**src/rtl/rx_port_arbiter_pkg.sv**
```systemverilog
// Shared constants and helpers for the RX port arbiter: AXIS widths, FSM states,
// and the round-robin pointer advance.
package rx_port_arbiter_pkg;

  localparam int AXIS_DATA_W = 64;
  localparam int AXIS_STRB_W = 8;

  typedef enum logic {
    ARB_ST_ARB = 1'b0,
    ARB_ST_PKT = 1'b1
  } arb_state_e;

  // Pointer lands one past the port that just finished, wrapping to 0.
  function automatic int rr_next(input int port, input int num_ports);
    return (port >= num_ports - 1) ? 0 : port + 1;
  endfunction

endpackage

```
**src/rtl/axis_skid_buffer.sv**
```systemverilog
// Two-entry registered valid/ready buffer: output register plus one skid slot.
// Ready is registered, so it drops the cycle after a beat lands in the skid slot.
module axis_skid_buffer #(
  parameter int WIDTH = 76
) (
  input  logic             clk,
  input  logic             reset,
  input  logic [WIDTH-1:0] i_s_data,
  input  logic             i_s_valid,
  output logic             o_s_ready,
  output logic [WIDTH-1:0] o_m_data,
  output logic             o_m_valid,
  input  logic             i_m_ready
);

  logic [WIDTH-1:0] r_out;
  logic [WIDTH-1:0] r_skid;
  logic             r_out_vld;
  logic             r_skid_vld;
  logic             r_rdy;
  logic             w_drain;
  logic             w_take;
  logic             w_skid_vld_n;

  assign w_drain   = i_m_ready | ~r_out_vld;
  assign w_take    = i_s_valid & r_rdy;
  assign o_s_ready = r_rdy;
  assign o_m_data  = r_out;
  assign o_m_valid = r_out_vld;

  always_comb begin
    w_skid_vld_n = r_skid_vld;
    if (w_drain)
      w_skid_vld_n = 1'b0;
    else if (w_take)
      w_skid_vld_n = 1'b1;
  end

  // Ready held low through reset and for the first cycle after release.
  always_ff @(posedge clk or posedge reset) begin
    if (reset) begin
      r_out      <= '0;
      r_skid     <= '0;
      r_out_vld  <= 1'b0;
      r_skid_vld <= 1'b0;
      r_rdy      <= 1'b0;
    end else begin
      r_rdy      <= ~w_skid_vld_n;
      r_skid_vld <= w_skid_vld_n;
      if (w_drain) begin
        if (r_skid_vld) begin
          r_out     <= r_skid;
          r_out_vld <= 1'b1;
        end else begin
          r_out_vld <= w_take;
          if (w_take)
            r_out <= i_s_data;
        end
      end else if (w_take) begin
        r_skid <= i_s_data;
      end
    end
  end

endmodule

```
**src/rtl/rx_port_arbiter.sv**
```systemverilog
// Packet-granular round-robin merge of NUM_PORTS RX AXI-Stream queues into one
// 64-bit stream, tagging each beat with its source port and the bad-frame flag.
module rx_port_arbiter
  import rx_port_arbiter_pkg::*;
#(
  parameter int NUM_PORTS  = 4,
  parameter int DATA_WIDTH = AXIS_DATA_W,
  parameter int PORT_W     = 2
) (
  input  logic                              clk,
  input  logic                              reset,
  input  logic [NUM_PORTS*DATA_WIDTH-1:0]   s_tdata,
  input  logic [NUM_PORTS*DATA_WIDTH/8-1:0] s_tstrb,
  input  logic [NUM_PORTS-1:0]              s_tvalid,
  input  logic [NUM_PORTS-1:0]              s_tlast,
  input  logic [NUM_PORTS-1:0]              s_err,
  output logic [NUM_PORTS-1:0]              s_tready,
  output logic [DATA_WIDTH-1:0]             m_tdata,
  output logic [DATA_WIDTH/8-1:0]           m_tstrb,
  output logic                              m_tvalid,
  output logic                              m_tlast,
  output logic [PORT_W-1:0]                 m_tuser,
  output logic                              m_err,
  input  logic                              m_tready
);

  localparam int STRB_W = AXIS_STRB_W * DATA_WIDTH / AXIS_DATA_W;
  localparam int BUF_W  = DATA_WIDTH + STRB_W + 1 + PORT_W + 1;
  localparam logic [PORT_W:0] NP_W = (PORT_W+1)'(NUM_PORTS);

  arb_state_e                 r_state;
  logic [PORT_W-1:0]          r_rr_ptr;
  logic [PORT_W-1:0]          r_cur_port;

  logic [2*NUM_PORTS-1:0]     w_req2;
  logic [NUM_PORTS-1:0]       w_rot;
  logic [PORT_W-1:0]          w_ofs;
  logic [PORT_W:0]            w_sum;
  logic [PORT_W-1:0]          w_grant;
  logic                       w_req_any;
  logic [PORT_W-1:0]          w_sel;
  logic                       w_gnt_ok;

  logic [DATA_WIDTH-1:0]      w_data;
  logic [STRB_W-1:0]          w_strb;
  logic                       w_valid;
  logic                       w_last;
  logic                       w_err;
  logic                       w_acc;
  logic                       w_buf_rdy;
  logic [BUF_W-1:0]           w_buf_in;
  logic [BUF_W-1:0]           w_buf_out;

  // Rotate requests so rr_ptr sits at bit 0, pick the lowest set bit, rotate back.
  assign w_req2 = {s_tvalid, s_tvalid} >> r_rr_ptr;
  assign w_rot  = w_req2[NUM_PORTS-1:0];

  always_comb begin
    w_ofs     = '0;
    w_req_any = 1'b0;
    for (int k = NUM_PORTS - 1; k >= 0; k--) begin
      if (w_rot[k]) begin
        w_ofs     = PORT_W'(k);
        w_req_any = 1'b1;
      end
    end
  end

  assign w_sum   = {1'b0, r_rr_ptr} + {1'b0, w_ofs};
  assign w_grant = (w_sum >= NP_W) ? PORT_W'(w_sum - NP_W) : PORT_W'(w_sum);

  assign w_sel    = (r_state == ARB_ST_ARB) ? w_grant : r_cur_port;
  assign w_gnt_ok = (r_state == ARB_ST_PKT) | w_req_any;

  always_comb begin
    w_data  = '0;
    w_strb  = '0;
    w_valid = 1'b0;
    w_last  = 1'b0;
    w_err   = 1'b0;
    for (int i = 0; i < NUM_PORTS; i++) begin
      if (w_sel == PORT_W'(i)) begin
        w_data  = s_tdata[i*DATA_WIDTH +: DATA_WIDTH];
        w_strb  = s_tstrb[i*STRB_W +: STRB_W];
        w_valid = s_tvalid[i];
        w_last  = s_tlast[i];
        w_err   = s_err[i];
      end
    end
  end

  // Ready is combinational so the first beat of a grant moves in the arbitration cycle.
  always_comb begin
    s_tready = '0;
    for (int i = 0; i < NUM_PORTS; i++)
      s_tready[i] = w_buf_rdy & w_gnt_ok & (w_sel == PORT_W'(i));
  end

  assign w_acc    = w_valid & w_buf_rdy & w_gnt_ok;
  assign w_buf_in = {w_data, w_strb, w_last, w_sel, w_err & w_last};

  always_ff @(posedge clk or posedge reset) begin
    if (reset) begin
      r_state    <= ARB_ST_ARB;
      r_rr_ptr   <= '0;
      r_cur_port <= '0;
    end else begin
      case (r_state)
        ARB_ST_ARB: begin
          if (w_acc) begin
            r_cur_port <= w_grant;
            if (w_last)
              r_rr_ptr <= PORT_W'(rr_next(int'(w_grant), NUM_PORTS));
            else
              r_state <= ARB_ST_PKT;
          end
        end
        ARB_ST_PKT: begin
          if (w_acc && w_last) begin
            r_rr_ptr <= PORT_W'(rr_next(int'(r_cur_port), NUM_PORTS));
            r_state  <= ARB_ST_ARB;
          end
        end
        default: r_state <= ARB_ST_ARB;
      endcase
    end
  end

  axis_skid_buffer #(.WIDTH(BUF_W)) u_skid (
    .clk       (clk),
    .reset     (reset),
    .i_s_data  (w_buf_in),
    .i_s_valid (w_acc),
    .o_s_ready (w_buf_rdy),
    .o_m_data  (w_buf_out),
    .o_m_valid (m_tvalid),
    .i_m_ready (m_tready)
  );

  assign {m_tdata, m_tstrb, m_tlast, m_tuser, m_err} = w_buf_out;

endmodule
```
**config.mk**
```make
export PLATFORM = sky130hd
export DESIGN_NAME = rx_port_arbiter
export DESIGN_NICKNAME = d
export VERILOG_FILES = /design/src/rtl/rx_port_arbiter_pkg.sv /design/src/rtl/axis_skid_buffer.sv /design/src/rtl/rx_port_arbiter.sv
export SDC_FILE = /design/constraint.sdc
export NUM_CORES = 1
export LEC_CHECK = 0
export CAP_MARGIN = 15
export CORE_AREA = 2 2 148 150
export CTS_CLUSTER_DIAMETER = 30
export CTS_CLUSTER_SIZE = 16
export DETAILED_ROUTE_END_ITERATION = 16
export DIE_AREA = 0 0 150 152
export PLACE_DENSITY = 0.81
export SLEW_MARGIN = 5
export SYNTH_ARGS = -nofsm -noshare
export SYNTH_HDL_FRONTEND = slang
export SYNTH_SLANG_ARGS = --single-unit
```
**constraint.sdc**
```tcl
create_clock -name clk -period 12.6 [get_ports clk]
set_input_delay 2.52 -clock clk [delete_from_list [all_inputs] [get_ports clk]]
set_output_delay 2.52 -clock clk [all_outputs]
set_load 0.03 [all_outputs]
```
======== Word-level counts from Yosys, hierarchy flattened ========
Cells that the tools add are included.
word-level totals
  register bits after elaboration ......... 160
  latch bits .............................. 0
  memory bits (writable) .................. 0
  bits in read-only memories .............. 0
  bits of input ports ..................... 303
  output and inout port bits .............. 81
  word-level logic and storage cells ...... 89
  memories ................................ 0
cells by class
  $add $sub $neg .......................... 4
  multipliers ............................. 0
  div/mod/pow operators ................... 0
  $lt $le $gt $ge ......................... 3
  eq/ne operators ......................... 6
  shifts and indexed selects .............. 1
  muxes and demuxes ....................... 45
  bitwise gates (word level) .............. 15
  reductions and logical operators ........ 7
operator list
  operator             number
  $mux 64              4
  $mux 76              2
  $mux 8               4
  $mux 1               22
  $mux 2               11
  $and 1x1->1          9
  $shr 8x2->4          1
  $reduce_and 2->1     3
  $add 2x1->2 const B  2
  $eq 2x2->1 const B   2
  $ge 2x2->1 const B   2
  $ne 2x1->1 const B   2
  $not 1->1            4
  $pmux 2 s2           1
  $add 2x2->3          1
  $ge 3x3->1 const B   1
  $reduce_and 3->1     1
  $eq 2x1->1 const B   1
  $logic_not 2->1      1
  $ne 2x2->1 const B   1
  $or 1x1->1           2
  $pmux 1 s2           1
  $reduce_bool 2->1    1
  $sub 2x1->2 const B  1
  $logic_and 1x1->1    1

======== Longest topological paths before layout ========
Gate-level depths: netlist of the first run.
  depth after elaboration ................. 20
  mapped depth ............................ 15
  depth with buffers taken out ............ 12

======== Cells and area by module ========
From an unflattened synthesis of the first run, not the netlist that was laid out.
second synthesis, totals
  cell total of the unflattened synthesis .. 996
  area total of the unflattened synthesis .. 10144.7 um^2
modules (own cells, without submodules)
  module            times used  cells each  area an instance (um^2)  seq. area each (um^2)
  axis_skid_buffer  1           417         7231.9                   3878.7
  rx_port_arbiter   1           579         2912.8                   125.1

======== Least setup slack after synthesis of the first run ========
OpenSTA, ideal clock, no wires.
  path type ............................... input port to output port
  from .................................... input port s_tvalid[2]
  to ...................................... output port s_tready[0]
  data arrival time ....................... 4.876 ns
  required time ........................... 10.080 ns
  path slack .............................. 5.204 ns
  cell stages on the path ................. 10
  buffers on the path ..................... 3
  cells stage by stage .................... buf_4 > o311a_1 > o21ai_0 > ha_1 > xor2_1 > o211ai_2 > and3_1 > buf_6 > buf_2 > nor3_1
on the way
  cells in the longest elaborated chain, start to end .. 11
  elaborated cells on any way between the ends .. 18
  classes of those cells .................. add/sub (2); order compare (1); shift (1); mux (10); bitwise (3); reduce/logical (1)
ends and longest elaborated chain
  what                                              line                   RTL
  from (decl)                                       rx_port_arbiter.sv:14  input logic [NUM_PORTS-1:0] s_tvalid,
  $shr 8x2->4 (*)                                   rx_port_arbiter.sv:55  assign w_req2 = {s_tvalid, s_tvalid} >> r_rr_ptr;
  $mux 2 (4 in series)                              rx_port_arbiter.sv:62  if (w_rot[k]) begin
  $add 2x2->3                                       rx_port_arbiter.sv:69  assign w_sum = {1'b0, r_rr_ptr} + {1'b0, w_ofs};
  $ge 3x3->1 / $sub 2x1->2 (equally long branches)  rx_port_arbiter.sv:70  assign w_grant = (w_sum >= NP_W) ? PORT_W'(w_sum - NP_W) : PORT_W'(w_sum);
  $mux 2                                            rx_port_arbiter.sv:70
  $mux 2                                            rx_port_arbiter.sv:72  assign w_sel = (r_state == ARB_ST_ARB) ? w_grant : r_cur_port;
  $logic_not 2->1                                   rx_port_arbiter.sv:96  s_tready[i] = w_buf_rdy & w_gnt_ok & (w_sel == PORT_W'(i));
  $and 1x1->1 (*)                                   rx_port_arbiter.sv:96
  to (decl)                                         rx_port_arbiter.sv:17  output logic [NUM_PORTS-1:0] s_tready,
Mark *: on every way between the ends. The rest lies on a longest branch, timed or not.

======== Worst setup path in the final report of the first run ========
  from .................................... input port s_tvalid[2]
  to ...................................... output port s_tready[2]
on the way
  cells in the longest elaborated chain, start to end .. 11
  elaborated cells on any way between the ends .. 18
  classes of those cells .................. add/sub (2); order compare (1); eq/ne (1); shift (1); mux (10); bitwise (3)
ends and longest elaborated chain
  what                                              line                   RTL
  $shr 8x2->4 (*)                                   rx_port_arbiter.sv:55
  $mux 2 (3 in series)                              rx_port_arbiter.sv:62
  $mux 2 (*)                                        rx_port_arbiter.sv:62
  $add 2x2->3 (*)                                   rx_port_arbiter.sv:69
  $ge 3x3->1 / $sub 2x1->2 (equally long branches)  rx_port_arbiter.sv:70
  $mux 2 (*)                                        rx_port_arbiter.sv:70
  via w_grant[0]                                    rx_port_arbiter.sv:39  logic [PORT_W-1:0] w_grant;
  $mux 2 (*)                                        rx_port_arbiter.sv:72
  $eq 2x2->1 (*)                                    rx_port_arbiter.sv:96
  $and 1x1->1 (*)                                   rx_port_arbiter.sv:96
Mark *: on every way through the listed nets, which the timed path passes. The rest lies on a longest branch.

==> metrics.txt, run 1 <==
# TYPE chip_impl_metric gauge
chip_impl_metric{name="final_instance_area",unit="sq mm"} 0.0137
chip_impl_metric{name="fin_skew",unit="ps"} 10.7
chip_impl_info{name="start_kind",value="primary input"} 1
chip_impl_metric{name="diodes",unit=""} 0
chip_impl_metric{name="initial_utilization",unit="%"} 43.2
chip_impl_metric{name="cp_required",unit="ps"} 10080
chip_impl_metric{name="nNetsFinal",unit=""} 1413
chip_impl_metric{name="syn_area_per_cell",unit="sq um"} 11.9
chip_impl_info{name="clockRootBuffer",value="sky130_fd_sc_hd__clkbuf_16"} 1
chip_impl_info{name="unrepaired_setup_endpoints_after_global_routing",value="false"} 1
chip_impl_metric{name="drt_first_pass_iters",unit=""} 5
chip_impl_metric{name="grt_antenna_before_repair",unit=""} 0
chip_impl_info{name="tritoncts",value="yes"} 1
chip_impl_metric{name="finalWirelength",unit="um"} 28000
chip_impl_metric{name="power_report.internal_total",unit="uW"} 2390
chip_impl_metric{name="worstHoldPathCells",unit=""} 1
chip_impl_info{name="crit_start",value="s_tvalid[2]"} 1
chip_impl_metric{name="final_layout_size_suffix_gt1_share",unit="%"} 18.6
chip_impl_metric{name="post_synth_instance_area",unit="sq mm"} 0.00923
chip_impl_metric{name="global_route_wire_length_before_repair",unit="um"} 43200
chip_impl_metric{name="grt_max_degree",unit=""} 84
chip_impl_metric{name="grt_use_total",unit="%"} 24.4
chip_impl_metric{name="rows",unit=""} 54
chip_impl_metric{name="design.portCount",unit=""} 384
chip_impl_metric{name="routability_congestion_estimate",unit=""} 0.821
chip_impl_metric{name="first_global_vias",unit=""} 7960
chip_impl_metric{name="final_max_tran_viols",unit=""} 0
chip_impl_metric{name="cts_setup_buffers",unit=""} 0
chip_impl_metric{name="floorplan.die.height",unit="um"} 152
chip_impl_info{name="crit-reg2reg-launch",value="r_rr_ptr[0]"} 1
chip_impl_metric{name="dr.first_iter.drc_count",unit=""} 445
chip_impl_metric{name="power.share.sequential",unit="%"} 22.9
chip_impl_metric{name="worst_slew_margin_rel",unit="%"} 20.4
chip_impl_info{name="status",value="finished, final reports clean"} 1
chip_impl_metric{name="ctsResizeCount",unit=""} 0
chip_impl_metric{name="via_count",unit=""} 7756
chip_impl_metric{name="detail_route.wl_per_cell",unit="um"} 20.0
chip_impl_metric{name="path_max_fanout",unit=""} 79
chip_impl_metric{name="antenna_nets_post_route",unit=""} 0
chip_impl_metric{name="worst-endpoint-arrival",unit="ps"} 5710
chip_impl_metric{name="areaGrowthSynthToFinish",unit="%"} 48.5
chip_impl_metric{name="ys_types",unit=""} 49
chip_impl_metric{name="timing_hold_violations_final",unit=""} 0
chip_impl_metric{name="n_fill_cell",unit=""} 1702
chip_impl_info{name="critPathKind",value="in -> out"} 1
chip_impl_metric{name="synth_fp_nets",unit=""} 1077
chip_impl_metric{name="detailed_place.area",unit="sq mm"} 0.0130
chip_impl_metric{name="cts_hold_buf",unit=""} 0
chip_impl_metric{name="dieWidth",unit="um"} 150
chip_impl_metric{name="detail_route.drc_violations",unit=""} 0
chip_impl_metric{name="cellPowerDensity",unit="mW/mm^2"} 303
chip_impl_metric{name="switching_pwr",unit="uW"} 1770
chip_impl_metric{name="clock_network_fraction_of_total_power",unit="%"} 13.6
chip_impl_metric{name="clock_latency",unit="ps"} 420
chip_impl_metric{name="clock_sinks",unit=""} 160
chip_impl_metric{name="synth-warning-count",unit=""} 0
chip_impl_metric{name="vdd.ir_drop.worst",unit="mV"} 0.174
chip_impl_metric{name="p_leak",unit="uW"} 0.00545
chip_impl_metric{name="number_of_buffers_created_by_cts",unit=""} 17
chip_impl_metric{name="switching_share",unit="%"} 42.4
chip_impl_metric{name="global_route.overflow_total",unit=""} 0
chip_impl_metric{name="ys_seq_elements",unit=""} 160
chip_impl_metric{name="seq_area_frac_synth",unit="%"} 43.4
chip_impl_metric{name="max_clock_freq",unit="GHz"} 0.122
chip_impl_metric{name="floorplan.die_area",unit="sq mm"} 0.0228
chip_impl_metric{name="worst-r2r-cell-count",unit=""} 10
chip_impl_metric{name="cts_htree_levels",unit=""} 4
chip_impl_metric{name="place.port_buffers",unit=""} 383
chip_impl_metric{name="timing.final.crit_share",unit="%"} 65.3
chip_impl_info{name="worstHoldStart",value="u_skid.r_skid[28]"} 1
chip_impl_metric{name="tns",unit="ps"} 0
chip_impl_metric{name="max_cap_viol_count",unit=""} 0
chip_impl_metric{name="synthesis.instances",unit=""} 773
chip_impl_metric{name="finalSetupViolations",unit=""} 0
chip_impl_metric{name="total_power",unit="uW"} 4160
chip_impl_metric{name="slew_at_the_pin_closest_to_its_max_slew_limit",unit="ps"} 1190
chip_impl_metric{name="vias_per_cell",unit=""} 5.53
chip_impl_info{name="min_path_type",value="reg -> reg"} 1
chip_impl_metric{name="detailed_place_hpwl",unit="um"} 19400
chip_impl_metric{name="min_period",unit="ps"} 8230
chip_impl_metric{name="clkSlewWorstSetupHoldPaths",unit="ps"} 60
chip_impl_metric{name="maximum_clock_insertion_buffer_count",unit=""} 2
chip_impl_metric{name="pwr-share-comb",unit="%"} 63.5
chip_impl_metric{name="core_footprint",unit="sq mm"} 0.0214
chip_impl_info{name="setup.worst_path.end_class",value="output port"} 1
[metrics by stage]
step | cells | setup slack (ps) | util, % | hold slack, ps
finish | 1402 | 4370 | 64.2 | 508
global route | 1402 | 4170 | 64.2 | 517
CTS | 1401 | 4350 | 64.1 | 512
detailed placement | 1369 | 4330 | 61.0 | 492
global placement | 1369 | 4420 | 61.0 | 488
floorplan | 773 | 5200 | - | 476
[state kept, by name, indices dropped and copies added (netlist names)]
register and cells:
r_state 1, u_skid.o_m_valid 1, r_rr_ptr 2, u_skid.r_skid 76, u_skid.o_m_data 76, u_skid.r_skid_vld 1
r_cur_port 2, u_skid.o_s_ready 1
[worst paths after layout]
path / end / slack [ps]
worst max-delay path: s_tready[2] / 4370
worst min-delay path: u_skid.r_skid[28] / 510
worst max register to register: u_skid.r_skid[26] / 7810
worst min register to register: u_skid.r_skid[28] / 510
max in group asynchronous: u_skid.r_skid[39] / 8480
min in group asynchronous: u_skid.o_m_data[64] / 2590
[critical path, cell delays in order]
cell,delay (ps)
sky130_fd_sc_hd__clkdlybuf4s50_1,590
sky130_fd_sc_hd__nor2_1,200
sky130_fd_sc_hd__and3b_1,190
sky130_fd_sc_hd__nor2_1,90
sky130_fd_sc_hd__o21ai_0,110
sky130_fd_sc_hd__ha_1,400
sky130_fd_sc_hd__mux2_8,590
sky130_fd_sc_hd__nor3_1,280
sky130_fd_sc_hd__clkdlybuf4s50_1,700
[cell usage after synthesis (all sizes together)]
cell type,count,share of area (%)
or3,2,0.19
mux4,73,18
nand2b,3,0.28
mux2,81,12
nor2,12,0.66
nand3,6,0.38
dfrtp,160,43
inv,5,0.20
a21oi,78,4.5
xnor2,2,0.19
ha,1,0.14
o221ai,1,0.095
a21o,2,0.16
o21a,1,0.081
nand4,1,0.14
nor2b,2,0.14
and3b,1,0.095
xor2,2,0.19
and4,1,0.095
o311a,1,0.11
nor3,6,0.33
a31o,1,0.095
nand2,160,6.5
o311ai,1,0.095
a31oi,74,5.0
nor4b,1,0.095
o211ai,2,0.22
o41ai,1,0.095
o31ai,1,0.081
a211oi,1,0.081
o22a,1,0.19
nor4,1,0.068
and3,1,0.068
o21ai,7,0.38
mux2i,6,0.69
clkbuf,29,1.2
buf,45,4.1
[cell type report]
class,instances,area [sq um],area share [%]
clock buffers,19,453,3.30
clock inverters,13,198,1.44
inverters,5,23.8,0.173
multi-input cells,534,4770,34.8
flip-flops and latches,160,4010,29.2
well taps,280,350,2.56
repair buffers,391,3910,28.5
[per-layer routing]
layer | track usage, % | vias to the layer above | routed length (um)
li1 | - | 3546 | -
met1 | 29.5 | 3844 | 10700
met2 | 42.7 | 335 | 14700
met3 | 6.01 | 31 | 2140
met4 | 7.14 | 0 | 510
met5 | 0 | - | 0
[cell usage in the layout (no fill, tap or decap), types with 3 or more instances in the layout]
master / count
sky130_fd_sc_hd__inv_6: 4
sky130_fd_sc_hd__nor3_1: 6
sky130_fd_sc_hd__nand2_1: 160
sky130_fd_sc_hd__o21ai_0: 7
sky130_fd_sc_hd__a31oi_1: 74
sky130_fd_sc_hd__a21oi_1: 76
sky130_fd_sc_hd__mux2_2: 29
sky130_fd_sc_hd__inv_1: 3
sky130_fd_sc_hd__mux2_4: 50
sky130_fd_sc_hd__buf_4: 7
sky130_fd_sc_hd__dfrtp_1: 159
sky130_fd_sc_hd__nor2_1: 11
sky130_fd_sc_hd__nand3_1: 5
sky130_fd_sc_hd__mux2i_1: 5
sky130_fd_sc_hd__clkbuf_16: 17
sky130_fd_sc_hd__bufinv_16: 4
sky130_fd_sc_hd__clkdlybuf4s50_1: 383
sky130_fd_sc_hd__mux4_2: 73
[logic make-up (layout without fill, tap and decap cells)]
logic type | Yosys count | after routing | share of synthesized area [%]
AOI/OAI and AO/OA | 172 | 172 | 11.2
xor gates and xnor gates | 4 | 4 | 0.380
adders and majority gates | 1 | 1 | 0.136
buffers and inverters | 79 | 428 | 5.49
DFF | 160 | 160 | 43.4
muxes | 160 | 160 | 30.4
and+or+nand+nor | 197 | 197 | 9.04
[power groups by stage]
stage	Clock [uW]	Sequential (uW)	Combinational [uW]
after floorplan	0	1160	1750
after global placement	0	939	2580
after detailed placement	0	955	2650
after CTS	578	951	2660
after global routing	600	980	2840
final	567	952	2640
No activity file was read; power rests on OpenSTA's default activity.
==> run 2: changes to the inputs <==
--- a/config.mk
+++ b/config.mk
@@ -6,12 +6,13 @@
 export NUM_CORES = 1
 export LEC_CHECK = 0
 export CAP_MARGIN = 15
-export CORE_AREA = 2 2 148 150
+export CORE_ASPECT_RATIO = 1.4
+export CORE_MARGIN = 2
+export CORE_UTILIZATION = 40
 export CTS_CLUSTER_DIAMETER = 30
 export CTS_CLUSTER_SIZE = 16
 export DETAILED_ROUTE_END_ITERATION = 16
-export DIE_AREA = 0 0 150 152
-export PLACE_DENSITY = 0.81
+export PLACE_DENSITY = 0.79
 export SLEW_MARGIN = 5
 export SYNTH_ARGS = -nofsm -noshare
 export SYNTH_HDL_FRONTEND = slang
==> constraint.sdc (replaced) <==
create_clock -name clk -period 7.2 [get_ports clk]
set_input_delay 1.44 -clock clk [delete_from_list [all_inputs] [get_ports clk]]
set_output_delay 1.44 -clock clk [all_outputs]
set_load 0.03 [all_outputs]
==> run 2 against run 1 <==
Against the previous run: routed wire length grew 4.6%; hold slack is essentially flat; first-iteration DRC count grew 4.9%; sequential share of layout area is essentially flat; via count grew 0.58%; design area grew 0.10%; critical endpoint unchanged.
==> metrics.txt, run 2 (same netlist as run 1, synthesis figures left out) <==
# TYPE chip_impl_metric gauge
chip_impl_info{name="critPathKind",value="in -> out"} 1
chip_impl_info{name="status",value="finished, final reports clean"} 1
chip_impl_metric{name="rows",unit=""} 65
chip_impl_metric{name="areaGrowthSynthToFinish",unit="%"} 48.7
chip_impl_metric{name="worst_slew_margin_rel",unit="%"} 30.7
chip_impl_metric{name="grt_max_degree",unit=""} 97
chip_impl_metric{name="cts_setup_buffers",unit=""} 0
chip_impl_metric{name="fin_hold_ws",unit="ps"} 508
chip_impl_metric{name="slew_at_the_pin_closest_to_its_max_slew_limit",unit="ps"} 1040
chip_impl_metric{name="floorplan.die_area",unit="sq mm"} 0.0243
chip_impl_metric{name="first_global_vias",unit=""} 8162
chip_impl_metric{name="path_max_fanout",unit=""} 43
chip_impl_metric{name="timing_hold_violations_final",unit=""} 0
chip_impl_info{name="most_frequent_standard_cell_in_the_layout_excluding_fill_and_tap_cells",value="sky130_fd_sc_hd__clkdlybuf4s50_1"} 1
chip_impl_metric{name="place.port_buffers",unit=""} 383
chip_impl_metric{name="routability_congestion_estimate",unit=""} 0.864
chip_impl_metric{name="max_cap_viol_count",unit=""} 0
chip_impl_metric{name="via_count",unit=""} 7801
chip_impl_metric{name="clock_latency",unit="ps"} 420
chip_impl_metric{name="total_power",unit="uW"} 7240
chip_impl_metric{name="cts_htree_levels",unit=""} 4
chip_impl_metric{name="final_max_tran_viols",unit=""} 0
chip_impl_metric{name="drt_first_pass_iters",unit=""} 5
chip_impl_info{name="unrepaired_setup_endpoints_after_global_routing",value="false"} 1
chip_impl_info{name="start_kind",value="primary input"} 1
chip_impl_info{name="min_path_type",value="reg -> reg"} 1
chip_impl_metric{name="max_clock_freq",unit="GHz"} 0.170
chip_impl_metric{name="final_layout_size_suffix_gt1_share",unit="%"} 18.8
chip_impl_metric{name="cp_required",unit="ps"} 5760
chip_impl_metric{name="min_period",unit="ps"} 5880
chip_impl_metric{name="tns",unit="ps"} 0
chip_impl_metric{name="post-route-util",unit="%"} 60.7
chip_impl_metric{name="finalSetupViolations",unit=""} 0
chip_impl_info{name="critical_path_cell_by_cell",value="clkdlybuf4s50_1 > nor2_1 > and3b_1 > nor2_1 > o21ai_0 > ha_1 > mux2_8 > nor3_1 > clkdlybuf4s50_1"} 1
chip_impl_metric{name="detail_route.wl_per_cell",unit="um"} 20.5
chip_impl_metric{name="detail_route.drc_violations",unit=""} 0
chip_impl_info{name="highest_count_cells_in_the_layout_ignoring_fill_and_taps",value="383 x sky130_fd_sc_hd__clkdlybuf4s50_1, 160 x sky130_fd_sc_hd__nand2_1, 159 x sky130_fd_sc_hd__dfrtp_1, 76 x sky130_fd_sc_hd__a21oi_1, 74 x sky130_fd_sc_hd__a31oi_1"} 1
chip_impl_metric{name="vdd.ir_drop.worst",unit="mV"} 0.292
chip_impl_metric{name="ctsResizeCount",unit=""} 0
chip_impl_metric{name="dieWidth",unit="um"} 132
chip_impl_metric{name="global_route.overflow_total",unit=""} 0
chip_impl_metric{name="cts_hold_buf",unit=""} 0
chip_impl_metric{name="number_of_buffers_created_by_cts",unit=""} 17
chip_impl_metric{name="global_route_wire_length_before_repair",unit="um"} 45400
chip_impl_metric{name="timing.final.crit_share",unit="%"} 81.7
chip_impl_metric{name="finalWirelength",unit="um"} 29300
chip_impl_metric{name="clock_sinks",unit=""} 160
chip_impl_info{name="tritoncts",value="yes"} 1
chip_impl_metric{name="cellPowerDensity",unit="mW/mm^2"} 527
chip_impl_metric{name="core_footprint",unit="sq mm"} 0.0226
chip_impl_metric{name="worst-endpoint-arrival",unit="ps"} 4440
chip_impl_metric{name="fin_skew",unit="ps"} 13.6
chip_impl_metric{name="maximum_clock_insertion_buffer_count",unit=""} 2
chip_impl_metric{name="p_leak",unit="uW"} 0.00545
chip_impl_metric{name="clkSlewWorstSetupHoldPaths",unit="ps"} 70
chip_impl_metric{name="dr.first_iter.drc_count",unit=""} 467
chip_impl_metric{name="grt_antenna_before_repair",unit=""} 1
chip_impl_metric{name="cp_slowest_stage_delay",unit="ps"} 700
chip_impl_metric{name="vias_per_cell",unit=""} 5.47
chip_impl_metric{name="grt_use_total",unit="%"} 23.8
chip_impl_metric{name="floorplan.die.height",unit="um"} 184
chip_impl_info{name="timing.critical_path.slowest_stage_cell",value="sky130_fd_sc_hd__clkdlybuf4s50_1"} 1
chip_impl_info{name="setup.worst_path.end_class",value="output port"} 1
chip_impl_metric{name="antenna_nets_post_route",unit=""} 0
chip_impl_metric{name="nNetsFinal",unit=""} 1416
chip_impl_metric{name="design.portCount",unit=""} 384
chip_impl_metric{name="initial_utilization",unit="%"} 40.8
chip_impl_metric{name="detailed_place_hpwl",unit="um"} 21300
chip_impl_info{name="clockRootBuffer",value="sky130_fd_sc_hd__clkbuf_16"} 1
[run 2: through the flow]
stage,std cells,setup slack (ps),instance area (sq um)
after floorplan,773,1440,9230
after global placement,1394,1320,13100
after detailed placement,1394,1290,13100
after CTS,1426,1290,13700
after global routing,1427,1100,13700
final,1427,1320,13700
[run 2: area by class of cell]
type                            instances  area, sq um
Clock buffer                           17          425
Fill cell                            1916         8890
Timing Repair Buffer                  394         3930
Tap cell                              301          377
Inverter                                5         23.8
Sequential cell                       160         4010
Antenna cell                            1         2.50
Multi-Input combinational cell        534         4770
Clock inverter                         15          195
[run 2: layer usage]
metal | global-route usage [%] | wire length [um] | vias to the layer above
li1 | - | - | 3551
met5 | 0 | 0 | -
met1 | 28.2 | 11200 | 3895
met4 | 6.92 | 485 | 0
met2 | 43.6 | 16000 | 329
met3 | 4.71 | 1650 | 26
[run 2: critical path: cells and delay by family]
kind / cells / cell delay (ps)
simple gates: 4 / 700
fa+ha+maj: 1 / 380
compound gates: 1 / 100
buf+inv: 2 / 1290
mux: 1 / 500
[run 2: worst paths after layout]
kind,from,end,cells past startpoint,slack [ps]
max reg2reg,r_rr_ptr[0],u_skid.r_skid[29],11,2950
max in group asynchronous,reset,u_skid.r_skid[30],3,4210
min,u_skid.r_skid[28],u_skid.r_skid[28],1,510
min in group asynchronous,reset,u_skid.o_m_data[70],2,1580
max,s_tvalid[2],s_tready[2],9,1320
min reg2reg,u_skid.r_skid[28],u_skid.r_skid[28],1,510
[run 2: power breakdown]
part	switching, uW	leakage, uW	internal (uW)
sequential	285	0.00184	1390
combinational	2420	0.00331	2180
clock	396	0.000303	557
